$ cat src/rtl/arp_tx_engine.sv
// arp_tx_engine
//   Builds ARP request/reply payloads (28-byte ARP body plus zero pad up to
//   P_FRAME_LEN bytes) for the MAC TX path, and supplies the Ethernet
//   destination MAC for the frame in flight.
//
// Ports
//   i_clk, i_rst                    clock, asynchronous active-high reset
//   i_src_ip/_valid                 local IP update (32)
//   i_src_mac/_valid                local MAC update (48)
//   i_dst_ip/_valid                 request target IP update (32)
//   i_reply_req                     pulse: send a reply
//   i_reply_mac, i_reply_ip         requester MAC/IP, sampled with i_reply_req
//   i_active_req                    pulse: send a request
//   o_mac_data/_valid/_last         payload byte stream
//   i_mac_ready                     sink accepts a byte on valid & ready
//   o_dst_mac                       Ethernet destination for the current frame
//   o_busy                          frame in flight or trigger pending
module arp_tx_engine #(
  parameter logic [31:0] P_SRC_IP    = {8'd192, 8'd168, 8'd10, 8'd1},
  parameter logic [47:0] P_SRC_MAC   = 48'h0,
  parameter logic [31:0] P_DST_IP    = {8'd192, 8'd168, 8'd10, 8'd0},
  parameter int          P_FRAME_LEN = 46
) (
  input  logic        i_clk,
  input  logic        i_rst,
  input  logic [31:0] i_src_ip,
  input  logic        i_src_ip_valid,
  input  logic [47:0] i_src_mac,
  input  logic        i_src_mac_valid,
  input  logic [31:0] i_dst_ip,
  input  logic        i_dst_ip_valid,
  input  logic        i_reply_req,
  input  logic [47:0] i_reply_mac,
  input  logic [31:0] i_reply_ip,
  input  logic        i_active_req,
  output logic [7:0]  o_mac_data,
  output logic        o_mac_valid,
  output logic        o_mac_last,
  input  logic        i_mac_ready,
  output logic [47:0] o_dst_mac,
  output logic        o_busy
);

  localparam logic [10:0] LP_LAST = 11'(P_FRAME_LEN - 1);

  typedef enum logic {ST_IDLE, ST_SEND} state_t;

  state_t      r_state;
  logic        r_rep_pend;
  logic        r_req_pend;
  logic [10:0] r_cnt;

  // Address registers
  logic [31:0] r_src_ip;
  logic [47:0] r_src_mac;
  logic [31:0] r_dst_ip;

  // Captured requester (last requester wins)
  logic [47:0] r_rep_mac;
  logic [31:0] r_rep_ip;

  // Per-frame snapshot, frozen for the whole frame
  logic [15:0] r_op;
  logic [47:0] r_sha;
  logic [31:0] r_spa;
  logic [47:0] r_tha;
  logic [31:0] r_tpa;

  // Registered outputs
  logic [7:0]  r_mac_data;
  logic        r_mac_valid;
  logic        r_mac_last;
  logic [47:0] r_dst_mac;

  logic        w_start;
  logic        w_accept;
  logic [10:0] w_next_cnt;

  // Payload byte at a given offset of the frame.
  function automatic logic [7:0] f_byte(
    input logic [10:0] idx,
    input logic [15:0] op,
    input logic [47:0] sha,
    input logic [31:0] spa,
    input logic [47:0] tha,
    input logic [31:0] tpa
  );
    logic [7:0] b;
    b = 8'h00;
    case (idx)
      11'd0:   b = 8'h00;           // HTYPE = Ethernet
      11'd1:   b = 8'h01;
      11'd2:   b = 8'h08;           // PTYPE = IPv4
      11'd3:   b = 8'h00;
      11'd4:   b = 8'h06;           // HLEN
      11'd5:   b = 8'h04;           // PLEN
      11'd6:   b = op[15:8];
      11'd7:   b = op[7:0];
      11'd8:   b = sha[47:40];
      11'd9:   b = sha[39:32];
      11'd10:  b = sha[31:24];
      11'd11:  b = sha[23:16];
      11'd12:  b = sha[15:8];
      11'd13:  b = sha[7:0];
      11'd14:  b = spa[31:24];
      11'd15:  b = spa[23:16];
      11'd16:  b = spa[15:8];
      11'd17:  b = spa[7:0];
      11'd18:  b = tha[47:40];
      11'd19:  b = tha[39:32];
      11'd20:  b = tha[31:24];
      11'd21:  b = tha[23:16];
      11'd22:  b = tha[15:8];
      11'd23:  b = tha[7:0];
      11'd24:  b = tpa[31:24];
      11'd25:  b = tpa[23:16];
      11'd26:  b = tpa[15:8];
      11'd27:  b = tpa[7:0];
      default: b = 8'h00;           // zero pad
    endcase
    return b;
  endfunction

  assign w_start    = (r_state == ST_IDLE) && (r_rep_pend || r_req_pend);
  assign w_accept   = r_mac_valid && i_mac_ready;
  assign w_next_cnt = r_cnt + 11'd1;

  // Control, address registers and output stage
  always_ff @(posedge i_clk or posedge i_rst) begin
    if (i_rst) begin
      r_state     <= ST_IDLE;
      r_rep_pend  <= 1'b0;
      r_req_pend  <= 1'b0;
      r_cnt       <= 11'd0;
      r_src_ip    <= P_SRC_IP;
      r_src_mac   <= P_SRC_MAC;
      r_dst_ip    <= P_DST_IP;
      r_mac_data  <= 8'h00;
      r_mac_valid <= 1'b0;
      r_mac_last  <= 1'b0;
      r_dst_mac   <= 48'h0;
    end else begin
      if (i_src_ip_valid)  r_src_ip  <= i_src_ip;
      if (i_src_mac_valid) r_src_mac <= i_src_mac;
      if (i_dst_ip_valid)  r_dst_ip  <= i_dst_ip;

      // A new pulse in the same cycle as the clear keeps the trigger pending.
      if (i_reply_req)
        r_rep_pend <= 1'b1;
      else if (w_start && r_rep_pend)
        r_rep_pend <= 1'b0;

      if (i_active_req)
        r_req_pend <= 1'b1;
      else if (w_start && !r_rep_pend)
        r_req_pend <= 1'b0;

      case (r_state)
        ST_IDLE: begin
          if (w_start) begin
            r_state     <= ST_SEND;
            r_cnt       <= 11'd0;
            r_mac_valid <= 1'b1;
            r_mac_data  <= 8'h00;
            r_mac_last  <= 1'b0;
            r_dst_mac   <= r_rep_pend ? r_rep_mac : 48'hFFFF_FFFF_FFFF;
          end
        end
        ST_SEND: begin
          // Everything holds while the sink stalls.
          if (w_accept) begin
            if (r_cnt == LP_LAST) begin
              r_state     <= ST_IDLE;
              r_mac_valid <= 1'b0;
              r_mac_last  <= 1'b0;
            end else begin
              r_cnt      <= w_next_cnt;
              r_mac_data <= f_byte(w_next_cnt, r_op, r_sha, r_spa, r_tha, r_tpa);
              r_mac_last <= (w_next_cnt == LP_LAST);
            end
          end
        end
        default: r_state <= ST_IDLE;
      endcase
    end
  end

  // Requester capture and frame snapshot (data only, no reset needed)
  always_ff @(posedge i_clk) begin
    if (i_reply_req) begin
      r_rep_mac <= i_reply_mac;
      r_rep_ip  <= i_reply_ip;
    end
    if (w_start) begin
      r_sha <= r_src_mac;
      r_spa <= r_src_ip;
      if (r_rep_pend) begin
        r_op  <= 16'h0002;
        r_tha <= r_rep_mac;
        r_tpa <= r_rep_ip;
      end else begin
        r_op  <= 16'h0001;
        r_tha <= 48'h0;
        r_tpa <= r_dst_ip;
      end
    end
  end

  assign o_mac_data  = r_mac_data;
  assign o_mac_valid = r_mac_valid;
  assign o_mac_last  = r_mac_last;
  assign o_dst_mac   = r_dst_mac;
  assign o_busy      = (r_state != ST_IDLE) || r_rep_pend || r_req_pend;

endmodule

$ cat config.mk
export PLATFORM = sky130hd
export DESIGN_NAME = arp_tx_engine
export DESIGN_NICKNAME = d
export VERILOG_FILES = /design/src/rtl/arp_tx_engine.sv
export SDC_FILE = /design/constraint.sdc
export NUM_CORES = 1
export LEC_CHECK = 0
export ABC_AREA = 0
export CAP_MARGIN = 20
export CORE_ASPECT_RATIO = 0.5
export CORE_MARGIN = 3
export CORE_UTILIZATION = 24
export CTS_CLUSTER_SIZE = 16
export DETAILED_ROUTE_END_ITERATION = 7
export PLACE_DENSITY_LB_ADDON = 0.25
export RECOVER_POWER = 50
export SLEW_MARGIN = 0
export SYNTH_ARGS = -nofsm -noshare
export SYNTH_HDL_FRONTEND = slang
export SYNTH_SLANG_ARGS = --single-unit
$ cat constraint.sdc
create_clock -name i_clk -period 6.5 [get_ports i_clk]
set_input_delay 0.975 -clock i_clk [delete_from_list [all_inputs] [get_ports i_clk]]
set_output_delay 0.975 -clock i_clk [all_outputs]
set_load 0.05 [all_outputs]
==> flow_metrics.py <==
metrics = {
    "detailed_routing": {
        "wl_um": 53800,
        "drt-met1-wl_um": 22300,
        "num_vias": 10800,
        "dr.pass1.iters": 5,
        "drtIter0Drc": 992,
        "ant_nets": 0,
        "drc": 0,
        "wl_met3_um": 2630,
        "wl_per_cell_um": 22.7,
        "highest_layer": "met5",
        "met2_wirelength_um": 27500,
        "viasPerCell": 4.55,
    },
    "floorplanning": {
        "die_y_um": 195,
        "die_w_um": 384,
        "die-area_um2": 74900,
        "io_pins": 259,
        "initial_core_util_pct": 24.6,
        "rows": 68,
        "core_region_area_um2": 69900,
    },
    "clock_tree": {
        "cts_setup_buffers": 0,
        "clkTransAtPathRegs_ns": 0.06,
        "cts_buffers": 43,
        "ctsHoldBuffers": 0,
        "cts_resized": 0,
        "clock-sinks": 426,
        "h-tree-depth": 2,
        "cts_buffer_depth": 3,
        "clockRootBuffer": "clkbuf_16",
        "tritoncts": "yes",
        "clkLatencyLatePin_ns": 0.57,
    },
    "placement": {
        "io_buffers": 258,
        "dp_hpwl_um": 37700,
        "placed_area_um2": 20800,
        "gp_congestion": 0.889,
    },
    "layout": {
        "n_fill_cell": 6863,
        "multi_input_area_um2": 4950,
        "regArea_um2": 11900,
        "drive_gt1_share_pct": 18.1,
        "postLayoutCoreUtil_pct": 31.8,
        "area_delta_synth_final_pct": 29.6,
        "nNetsFinal": 1588,
        "final_cell_area_um2": 22200,
    },
    "yosys": {
        "synthDistinctLibCells": 72,
        "synth-adder-area-share_pct": 0.365,
        "synth.most_common_cell": "edfxtp_1",
        "synth_top_area_share_pct": 42.4,
        "synth_area_leaders": "edfxtp_1 42%, dfrtp_1 25%, mux2_2 9.7%",
        "async_flop_share_pct": 43.2,
        "synth_nets": 1340,
        "yosys_warnings": 0,
        "yosys_register_bits": 426,
        "synthMuxAreaShare_pct": 10.2,
        "synth_top_family_by_area": "compound AO/OA/AOI/OAI gates",
        "syn_area_per_cell_um2": 15.1,
        "netlist_area_um2": 17200,
        "synth_xor_area_share_pct": 0.357,
        "synth_top_area_cell": "edfxtp_1",
        "yosys.area_share.simple_pct": 6.64,
        "synth_ff_type": "edfxtp_1",
        "synthCells": 1135,
        "seq_area_frac_synth_pct": 69.3,
        "synth_compound_area_share_pct": 11.2,
        "ys_top_cells_by_count": "242 x edfxtp_1, 169 x dfrtp_1, 147 x mux2_2",
        "synth_edf_count": 242,
    },
    "sta": {
        "tightest_slew_ns": 4.07,
        "clock_skew_ns": 0.0258,
        "holdWs_ns": 0.428,
        "finalHoldViolCount": 0,
        "slew_viol_final": 350,
        "fmax_mhz": 208,
        "slew_headroom_pct": -173,
        "rsz0062_at_grt": "no",
        "finalCritPeriodShare_pct": 73.8,
        "fin_setup_tns_ns": 0,
        "setup_viol_count_final": 0,
        "finalCriticalPeriod_ns": 4.80,
    },
    "pwr": {
        "total_leakage_power_nw": 7.95,
        "total_power_mw": 6.66,
        "p_per_area_nw_per_um2": 299,
        "peakVddDrop_mv": 0.153,
    },
    "setup_path": {
        "worstPathMaxFanout": 62,
        "cp-end-kind": "flop",
        "crit_path_frequent_cell": "clkbuf_1",
        "worst-endpoint-required_ns": 6.57,
        "cp.buffers_inverters": 2,
        "crit_type": "in2reg",
        "critical_path_arrival_ns": 4.87,
        "critical-path-top-delay-family": "buffers and inverters",
        "max_stage_delay_ns": 2.81,
        "slowest_stage": "clkbuf_1",
        "crit_chain": "clkbuf_1 > clkbuf_1",
        "cp-start-kind": "primary input",
    },
    "global_route": {
        "antenna_found_initial": 13,
        "grt_pass1_vias": 11000,
        "grt_overflow": 0,
        "gr-usage-all-layers_pct": 13.9,
        "grt_start_max_net_pins": 186,
        "grt_first_pass_wirelength_um": 77100,
    },
    "worst_hold_path": {
        "worst_hold_path_type": "reg2reg",
    },
    "status": {
        "violations": "max-capacitance violations, max-slew violations",
        "status": "finished, violations left",
    },
    "job": {
        "cap_violations": 7,
    },
}
final cells by class:
cell class              instances  area share [%]
multi-input cells             626            22.3
repair buffers                276            12.1
clock inverters                19            1.22
diodes                          6          0.0675
clock buffers                  61            5.37
well taps                     945            5.32
inverters                      10           0.174
flip-flops and latches        426            53.5
path summary, 6_finish.rpt:
path / startpoint / end / slack (ns) / depth (start not counted)
hold reg to reg: r_src_ip[12] / r_spa[12] / 0.43 / 0
setup reg to reg: r_cnt[1] / o_mac_data[0] / 2.54 / 9
max in group asynchronous: i_rst / r_dst_ip[7] / 2.33 / 3
setup / recovery: i_reply_req / r_rep_ip[7] / 1.70 / 2
min in group asynchronous: i_rst / r_src_ip[27] / 2.06 / 2
hold / removal: r_src_ip[12] / r_spa[12] / 0.43 / 0
layout by cell type (no fill, tap or decap), types with 8 or more instances in the layout:
cell	n
nand2_1	51
and2_1	50
a21oi_1	14
edfxtp_1	242
buf_4	14
dlygate4sd3_1	81
nand4_1	8
a32oi_1	12
and3_1	8
dfrtp_1	169
a222oi_1	11
o22a_1	50
clkdlybuf4s50_1	173
nor2_1	25
o21ai_0	35
mux2_2	137
nor3_1	14
clkbuf_16	43
clkbuf_1	19
mux2_1	10
o22ai_1	10
a22oi_1	32
inv_1	8
dfstp_2	14
mux2i_1	9
nand3_1	14
power by group:
part           internal (mW)  switching [mW]
clock network           1.50            1.08
logic                  0.390           0.588
registers               3.02          0.0807
state kept, by name, indices dropped and copies added, names as in the netlist:
register	count
o_dst_mac	48
r_rep_mac	48
r_sha	48
r_src_mac	48
r_tha	48
r_dst_ip	32
r_rep_ip	32
r_spa	32
r_src_ip	32
r_tpa	32
r_cnt	11
o_mac_data	8
r_op	2
o_mac_last	1
o_mac_valid	1
r_rep_pend	1
r_req_pend	1
r_state	1
through the flow:
step | cells | worst slack [ns]
2_1_floorplan | 1135 | 0.546
3_3_place_gp | 2283 | 2.70
3_5_place_dp | 2283 | 2.56
4_1_cts | 2363 | 2.53
5_1_grt | 2369 | 1.35
6_report | 2369 | 1.70
layer usage:
| layer | vias up | global-route usage [%] |
|---|---|---|
| li1 | 4893 | - |
| met1 | 5571 | 17.5 |
| met2 | 219 | 24.2 |
| met3 | 81 | 2.92 |
| met4 | 10 | 3.81 |
| met5 | - | 0 |
cells by family after synthesis:
family	count (synthesis)
adder cells (fa/ha/maj)	5
AO/OA/AOI/OAI	247
buffers and inverters	83
multiplexers	156
AND/OR/NAND/NOR	211
flip-flops	426
XOR/XNOR	7
Power figures use the tool's default switching activity.
